<file path="src/rtl/axi4l_pkg.sv">
// Shared types and default widths for the AXI4-Lite master bridge.
package axi4l_pkg;

  localparam int DEF_DATA_WIDTH    = 32;
  localparam int DEF_ADDRESS_WIDTH = 32;

  typedef enum logic [1:0] {
    OKAY   = 2'b00,
    EXOKAY = 2'b01,
    SLVERR = 2'b10,
    DECERR = 2'b11
  } resp_e;

  typedef enum logic [2:0] {
    IDLE,
    WR_REQ,
    WR_RESP,
    RD_REQ,
    RD_RESP,
    RSP
  } state_e;

endpackage

</file>
<file path="src/rtl/axi4l_vld_hold.sv">
// Per-channel valid/payload holder: load sets valid and captures payload,
// the valid clears on the handshake while the payload stays put.
module axi4l_vld_hold #(
  parameter int W = 32
) (
  input  logic         clk,
  input  logic         rst_n,
  input  logic         load_i,
  input  logic [W-1:0] data_i,
  input  logic         ready_i,
  output logic         valid_o,
  output logic [W-1:0] data_o
);

  logic         valid_q, valid_d;
  logic [W-1:0] data_q, data_d;

  // NOTE: every always_comb output gets a default first so no latch is inferred.
  always_comb begin
    valid_d = valid_q;
    data_d  = data_q;
    if (valid_q && ready_i) valid_d = 1'b0;
    if (load_i) begin
      valid_d = 1'b1;
      data_d  = data_i;
    end
  end

  // NOTE: state updates use non-blocking assignments so all flops sample together.
  always_ff @(posedge clk or negedge rst_n) begin
    if (!rst_n) begin
      valid_q <= 1'b0;
      data_q  <= '0;
    end else begin
      valid_q <= valid_d;
      data_q  <= data_d;
    end
  end

  assign valid_o = valid_q;
  assign data_o  = data_q;

endmodule

</file>
<file path="src/rtl/axi4l_master_bridge.sv">
// Single-beat command/response to AXI4-Lite master bridge, one transaction in flight.
// Define AXI4L_MASTER_ERR_CNT_EN to add the err_count / err_last_addr outputs.
module axi4l_master_bridge
  import axi4l_pkg::*;
#(
  parameter int DATA_WIDTH    = DEF_DATA_WIDTH,
  parameter int ADDRESS_WIDTH = DEF_ADDRESS_WIDTH
) (
  input  logic                      clk,
  input  logic                      rst_n,
  input  logic                      cmd_valid,
  output logic                      cmd_ready,
  input  logic                      cmd_write,
  input  logic [ADDRESS_WIDTH-1:0]  cmd_addr,
  input  logic [DATA_WIDTH-1:0]     cmd_wdata,
  input  logic [DATA_WIDTH/8-1:0]   cmd_wstrb,
  output logic                      rsp_valid,
  input  logic                      rsp_ready,
  output logic                      rsp_write,
  output logic [DATA_WIDTH-1:0]     rsp_rdata,
  output logic [1:0]                rsp_resp,
  output logic                      awvalid,
  input  logic                      awready,
  output logic [ADDRESS_WIDTH-1:0]  awaddr,
  output logic                      wvalid,
  input  logic                      wready,
  output logic [DATA_WIDTH-1:0]     wdata,
  output logic [DATA_WIDTH/8-1:0]   wstrb,
  input  logic                      bvalid,
  output logic                      bready,
  input  logic [1:0]                bresp,
  output logic                      arvalid,
  input  logic                      arready,
  output logic [ADDRESS_WIDTH-1:0]  araddr,
  input  logic                      rvalid,
  output logic                      rready,
  input  logic [DATA_WIDTH-1:0]     rdata,
  input  logic [1:0]                rresp
`ifdef AXI4L_MASTER_ERR_CNT_EN
  ,
  output logic [15:0]               err_count,
  output logic [ADDRESS_WIDTH-1:0]  err_last_addr
`endif
);

  localparam int STRB_WIDTH = DATA_WIDTH / 8;

  state_e                  state_q;
  logic                    cmd_ready_q, bready_q, rready_q;
  logic                    rsp_valid_q, rsp_write_q;
  logic [DATA_WIDTH-1:0]   rsp_rdata_q;
  logic [1:0]              rsp_resp_q;

  logic accept, wr_load, rd_load, aw_done, w_done;
  logic [DATA_WIDTH+STRB_WIDTH-1:0] w_payload;

  assign accept  = cmd_valid && cmd_ready_q;
  assign wr_load = accept && cmd_write;
  assign rd_load = accept && !cmd_write;
  // A channel counts as done once its valid has dropped or is handshaking now.
  assign aw_done = !awvalid || awready;
  assign w_done  = !wvalid || wready;

  axi4l_vld_hold #(.W(ADDRESS_WIDTH)) u_aw_hold (
    .clk(clk), .rst_n(rst_n), .load_i(wr_load), .data_i(cmd_addr),
    .ready_i(awready), .valid_o(awvalid), .data_o(awaddr)
  );

  axi4l_vld_hold #(.W(DATA_WIDTH + STRB_WIDTH)) u_w_hold (
    .clk(clk), .rst_n(rst_n), .load_i(wr_load), .data_i({cmd_wstrb, cmd_wdata}),
    .ready_i(wready), .valid_o(wvalid), .data_o(w_payload)
  );

  assign wstrb = w_payload[DATA_WIDTH +: STRB_WIDTH];
  assign wdata = w_payload[DATA_WIDTH-1:0];

  axi4l_vld_hold #(.W(ADDRESS_WIDTH)) u_ar_hold (
    .clk(clk), .rst_n(rst_n), .load_i(rd_load), .data_i(cmd_addr),
    .ready_i(arready), .valid_o(arvalid), .data_o(araddr)
  );

  always_ff @(posedge clk or negedge rst_n) begin
    if (!rst_n) begin
      state_q     <= IDLE;
      cmd_ready_q <= 1'b0;
      bready_q    <= 1'b0;
      rready_q    <= 1'b0;
      rsp_valid_q <= 1'b0;
      rsp_write_q <= 1'b0;
      rsp_rdata_q <= '0;
      rsp_resp_q  <= OKAY;
    end else begin
      case (state_q)
        IDLE: begin
          if (accept) begin
            cmd_ready_q <= 1'b0;
            state_q     <= cmd_write ? WR_REQ : RD_REQ;
          end else begin
            cmd_ready_q <= 1'b1;
          end
        end
        WR_REQ: begin
          if (aw_done && w_done) begin
            bready_q <= 1'b1;
            state_q  <= WR_RESP;
          end
        end
        WR_RESP: begin
          if (bvalid) begin
            bready_q    <= 1'b0;
            rsp_valid_q <= 1'b1;
            rsp_write_q <= 1'b1;
            rsp_rdata_q <= '0;
            rsp_resp_q  <= bresp;
            state_q     <= RSP;
          end
        end
        RD_REQ: begin
          if (arvalid && arready) begin
            rready_q <= 1'b1;
            state_q  <= RD_RESP;
          end
        end
        RD_RESP: begin
          if (rvalid) begin
            rready_q    <= 1'b0;
            rsp_valid_q <= 1'b1;
            rsp_write_q <= 1'b0;
            rsp_rdata_q <= rdata;
            rsp_resp_q  <= rresp;
            state_q     <= RSP;
          end
        end
        RSP: begin
          if (rsp_ready) begin
            rsp_valid_q <= 1'b0;
            cmd_ready_q <= 1'b1;
            state_q     <= IDLE;
          end
        end
        default: state_q <= IDLE;
      endcase
    end
  end

  assign cmd_ready = cmd_ready_q;
  assign bready    = bready_q;
  assign rready    = rready_q;
  assign rsp_valid = rsp_valid_q;
  assign rsp_write = rsp_write_q;
  assign rsp_rdata = rsp_rdata_q;
  assign rsp_resp  = rsp_resp_q;

`ifdef AXI4L_MASTER_ERR_CNT_EN
  logic                     capture;
  logic [1:0]               cap_resp;
  logic [15:0]              err_count_q;
  logic [ADDRESS_WIDTH-1:0] err_last_addr_q;

  assign capture  = (state_q == WR_RESP && bvalid) || (state_q == RD_RESP && rvalid);
  assign cap_resp = (state_q == WR_RESP) ? bresp : rresp;

  // The address holders keep their payload after the handshake, so they
  // still carry the faulting transaction's address at capture time.
  always_ff @(posedge clk or negedge rst_n) begin
    if (!rst_n) begin
      err_count_q     <= '0;
      err_last_addr_q <= '0;
    end else if (capture && resp_e'(cap_resp) != OKAY) begin
      if (err_count_q != 16'hFFFF) err_count_q <= err_count_q + 16'd1;
      err_last_addr_q <= (state_q == WR_RESP) ? awaddr : araddr;
    end
  end

  assign err_count     = err_count_q;
  assign err_last_addr = err_last_addr_q;
`endif

endmodule

</file>
<file path="config.mk">
export PLATFORM = sky130hd
export DESIGN_NAME = axi4l_master_bridge
export DESIGN_NICKNAME = d
export VERILOG_FILES = /design/src/rtl/axi4l_pkg.sv /design/src/rtl/axi4l_vld_hold.sv /design/src/rtl/axi4l_master_bridge.sv
export SDC_FILE = /design/constraint.sdc
export NUM_CORES = 1
export LEC_CHECK = 0
export CAP_MARGIN = 20
export CORE_AREA = 5 5 125 115
export CTS_BUF_LIST = sky130_fd_sc_hd__clkbuf_16
export DETAILED_ROUTE_END_ITERATION = 10
export DIE_AREA = 0 0 130 120
export DONT_BUFFER_PORTS = 1
export GPL_TIMING_DRIVEN = 0
export PLACE_DENSITY = 0.65
export RECOVER_POWER = 25
export SETUP_SLACK_MARGIN = 0.15
export SLEW_MARGIN = 0
export SYNTH_ARGS = -nofsm -noshare
export SYNTH_HDL_FRONTEND = slang
export SYNTH_SLANG_ARGS = --single-unit
</file>
<file path="constraint.sdc">
create_clock -name clk -period 2.3 [get_ports clk]
set_input_delay 0.575 -clock clk [delete_from_list [all_inputs] [get_ports clk]]
set_output_delay 0.575 -clock clk [all_outputs]
set_load 0.01 [all_outputs]
</file>
==> flow_metrics.py <==
metrics = {
    "route": {
        "route.met3.wl_um": 2300,
        "routed_via_density": 5.44,
        "ant_nets": 0,
        "highest_layer": "met4",
        "drc": 0,
        "vias": 3408,
        "drt_pass1_iterations": 4,
        "wl_met1_um": 4760,
        "drt-total-wl_um": 14100,
        "met2_length_um": 6830,
        "wl_per_cell_um": 22.5,
        "drtIter0Drc": 165,
    },
    "power": {
        "power_density_nw_per_um2": 1400,
        "seqPwrFrac": 0.530,
        "combPwrFrac": 0.197,
        "pwr-share-clk": 0.273,
        "p_total_mw": 9.01,
        "p_leak_nw": 2.78,
        "p_sw_frac": 0.342,
        "switchingPower_mw": 3.08,
        "p_int_mw": 5.93,
        "irDropWorstVdd_mv": 0.708,
    },
    "cts": {
        "path_clk_slew_ns": 0.06,
        "cts_buffers": 17,
        "clk_path_buf_depth": 2,
        "cts_tree": "yes",
        "cts_sinks": 145,
        "post_cts_resized": 0,
        "clk_latency_ns": 0.41,
        "post_cts_buffers": 0,
        "clock-root-buffer": "clkbuf_16",
        "htreeDepth": 4,
    },
    "logic_synthesis": {
        "syn-num-nets": 542,
        "ys.warnings.count": 0,
        "synth_area_um2": 5720,
        "synth-seq-cells": 145,
        "yosys.cell_types.count": 37,
        "synthCells": 428,
        "avgSynthCellArea_um2": 13.4,
        "ys_seq_area_frac": 0.634,
    },
    "timing": {
        "worst_slew_margin_rel": 0.707,
        "finalHoldViolations": 145,
        "setup_viol": 0,
        "rsz0062_at_grt": "no",
        "slew_violations": 0,
        "fmax_mhz": 597,
        "tightestPinTransition_ns": 0.440,
        "hold_slack_ns": -0.142,
        "fin_setup_tns_ns": 0,
        "finClkSkew_ns": 0.00860,
        "min_period_ns": 1.67,
        "timing.final.crit_share": 0.728,
        "setup_slack_ns": 0.625,
    },
    "finish": {
        "fin_nets": 561,
        "final_util": 0.496,
        "n_antenna_cell": 0,
        "num-fill-cells": 1145,
        "layout-drive-gt1-share": 0.343,
        "final_cell_area_um2": 6460,
        "final_cells": 626,
        "syn_to_final_growth_pct": 12.9,
    },
    "die": {
        "start_util": 0.440,
        "core-area_um2": 13000,
        "rows": 40,
        "fp.dieW_um": 130,
        "pin_count": 256,
        "die_h_um": 120,
        "dieArea_um2": 15600,
    },
    "critical_path": {
        "r2r_setup_slack_ns": 0.63,
        "end_kind": "register",
        "critPathKind": "reg2reg",
        "crit_required_ns": 2.59,
        "cp-start-kind": "register",
        "arrival_ns": 1.97,
        "path_max_fanout": 10,
    },
    "place": {
        "dp_cells": 596,
        "gp_congestion": 0.793,
        "dp_hpwl_um": 10500,
        "preCtsSetupSlack_ns": 0.526,
        "numPortBuffers": 0,
        "place_area_um2": 5930,
    },
    "grt": {
        "antenna_found_initial": 0,
        "grt_usage": 0.183,
        "grt_max_degree": 146,
        "grt_pass1_vias": 3907,
        "grt_overflow_total": 0,
        "grt_pass1_wl_um": 21600,
    },
    "job": {
        "drv_cap": 0,
    },
    "outcome": {
        "status": "finished, violations left",
        "violations": "negative hold slack",
    },
    "worst_hold_path": {
        "hold_class": "in2async",
    },
}
cells in the final DEF, fill, tap and decap left out, types with 2 or more instances in the layout:
master      synthesis  layout
mux2_2            100     100
o21ai_1            21      21
nand2b_1            2       2
buf_6               5       5
clkbuf_16           0      17
mux2i_1             2       2
clkinv_2            0       3
dfrtp_1           145     145
clkinv_1            0       2
clkinv_4            0       3
a21oi_1             8       8
nand3b_1            2       2
nor2_1              6       6
buf_4               3       3
buf_2              13      13
clkbuf_1            4       4
clkinvlp_4          0       2
inv_1               3       5
nand2_1            74      74
a31oi_1             2       2
o21ai_0            16      16
a21o_1              2       2
metal layers:
layer,GRT usage,vias up
li1,-,1509
met1,0.195,1695
met2,0.289,188
met3,0.121,16
met4,0.0643,0
met5,0,-
cells by family after synthesis:
logic type / synth area share
mux: 0.203
buf+inv: 0.0304
flops: 0.634
simple gates: 0.0698
compound gates: 0.0626
power by group through the flow:
stage | clock, mW | sequential [mW] | combinational, mW
finish | 2.46 | 4.77 | 1.78
global route | 2.65 | 4.91 | 2.00
CTS | 2.53 | 4.81 | 1.81
detailed placement | 0 | 4.84 | 1.80
global placement | 0 | 4.81 | 1.69
floorplan | 0 | 4.49 | 1.50
flip-flops by register name (all words and copies together) (netlist names), 2 cells and up:
register / flops
u_w_hold.data_o: 36
u_aw_hold.data_o: 32
rsp_rdata: 32
u_ar_hold.data_o: 32
state_q: 3
rsp_resp: 2
critical path: stages (launching register included):
cell and delay, ns:
dfrtp_1 0.46, nand3_1 0.32, buf_2 0.38, mux2_2 0.38
Yosys cell counts:
library cell / number / share of area
a2111oi_2: 1 / 0.0026
a211oi_1: 1 / 0.0013
a211oi_2: 1 / 0.0022
a21boi_0: 1 / 0.0013
a21o_1: 2 / 0.0026
a21oi_1: 8 / 0.0070
a22oi_1: 1 / 0.0013
a31oi_1: 2 / 0.0022
a41oi_1: 1 / 0.0015
and2_1: 1 / 0.0011
and2b_1: 1 / 0.0013
buf_2: 13 / 0.011
buf_4: 3 / 0.0039
buf_6: 5 / 0.0098
clkbuf_1: 4 / 0.0026
dfrtp_1: 145 / 0.63
inv_1: 3 / 0.0020
inv_2: 1 / 0.00066
mux2_2: 100 / 0.20
mux2_4: 1 / 0.0026
mux2i_1: 2 / 0.0035
nand2_1: 74 / 0.049
nand2b_1: 2 / 0.0022
nand2b_2: 1 / 0.0015
nand2b_4: 1 / 0.0024
nand3_1: 1 / 0.00087
nand3b_1: 2 / 0.0026
nor2_1: 6 / 0.0039
nor2_4: 1 / 0.0020
nor2b_1: 1 / 0.0011
o21ai_0: 16 / 0.014
o21ai_1: 21 / 0.018
o22ai_1: 1 / 0.0011
o22ai_2: 1 / 0.0022
o32ai_4: 1 / 0.0048
or2_1: 1 / 0.0011
or2_2: 1 / 0.0011
final cells by class:
cell class | count | area (um2) | area share
Inverter | 4 | 15.0 | 0.00233
Buffer | 25 | 159 | 0.0246
Multi-Input combinational cell | 254 | 1920 | 0.297
Tap cell | 168 | 210 | 0.0326
Sequential cell | 145 | 3630 | 0.562
Clock inverter | 13 | 101 | 0.0157
Clock buffer | 17 | 425 | 0.0659
final timing paths:
kind	from	cells past startpoint	end
min reg2reg	rsp_rdata[5]	2	rsp_rdata[5]
min	rst_n	0	u_w_hold.data_o[12]
max reg2reg	cmd_ready	3	u_w_hold.data_o[1]
min in group clk	rsp_ready	1	state_q[2]
max	cmd_ready	3	u_w_hold.data_o[1]
max in group asynchronous	rst_n	0	u_aw_hold.data_o[26]
Power figures use the tool's default switching activity.
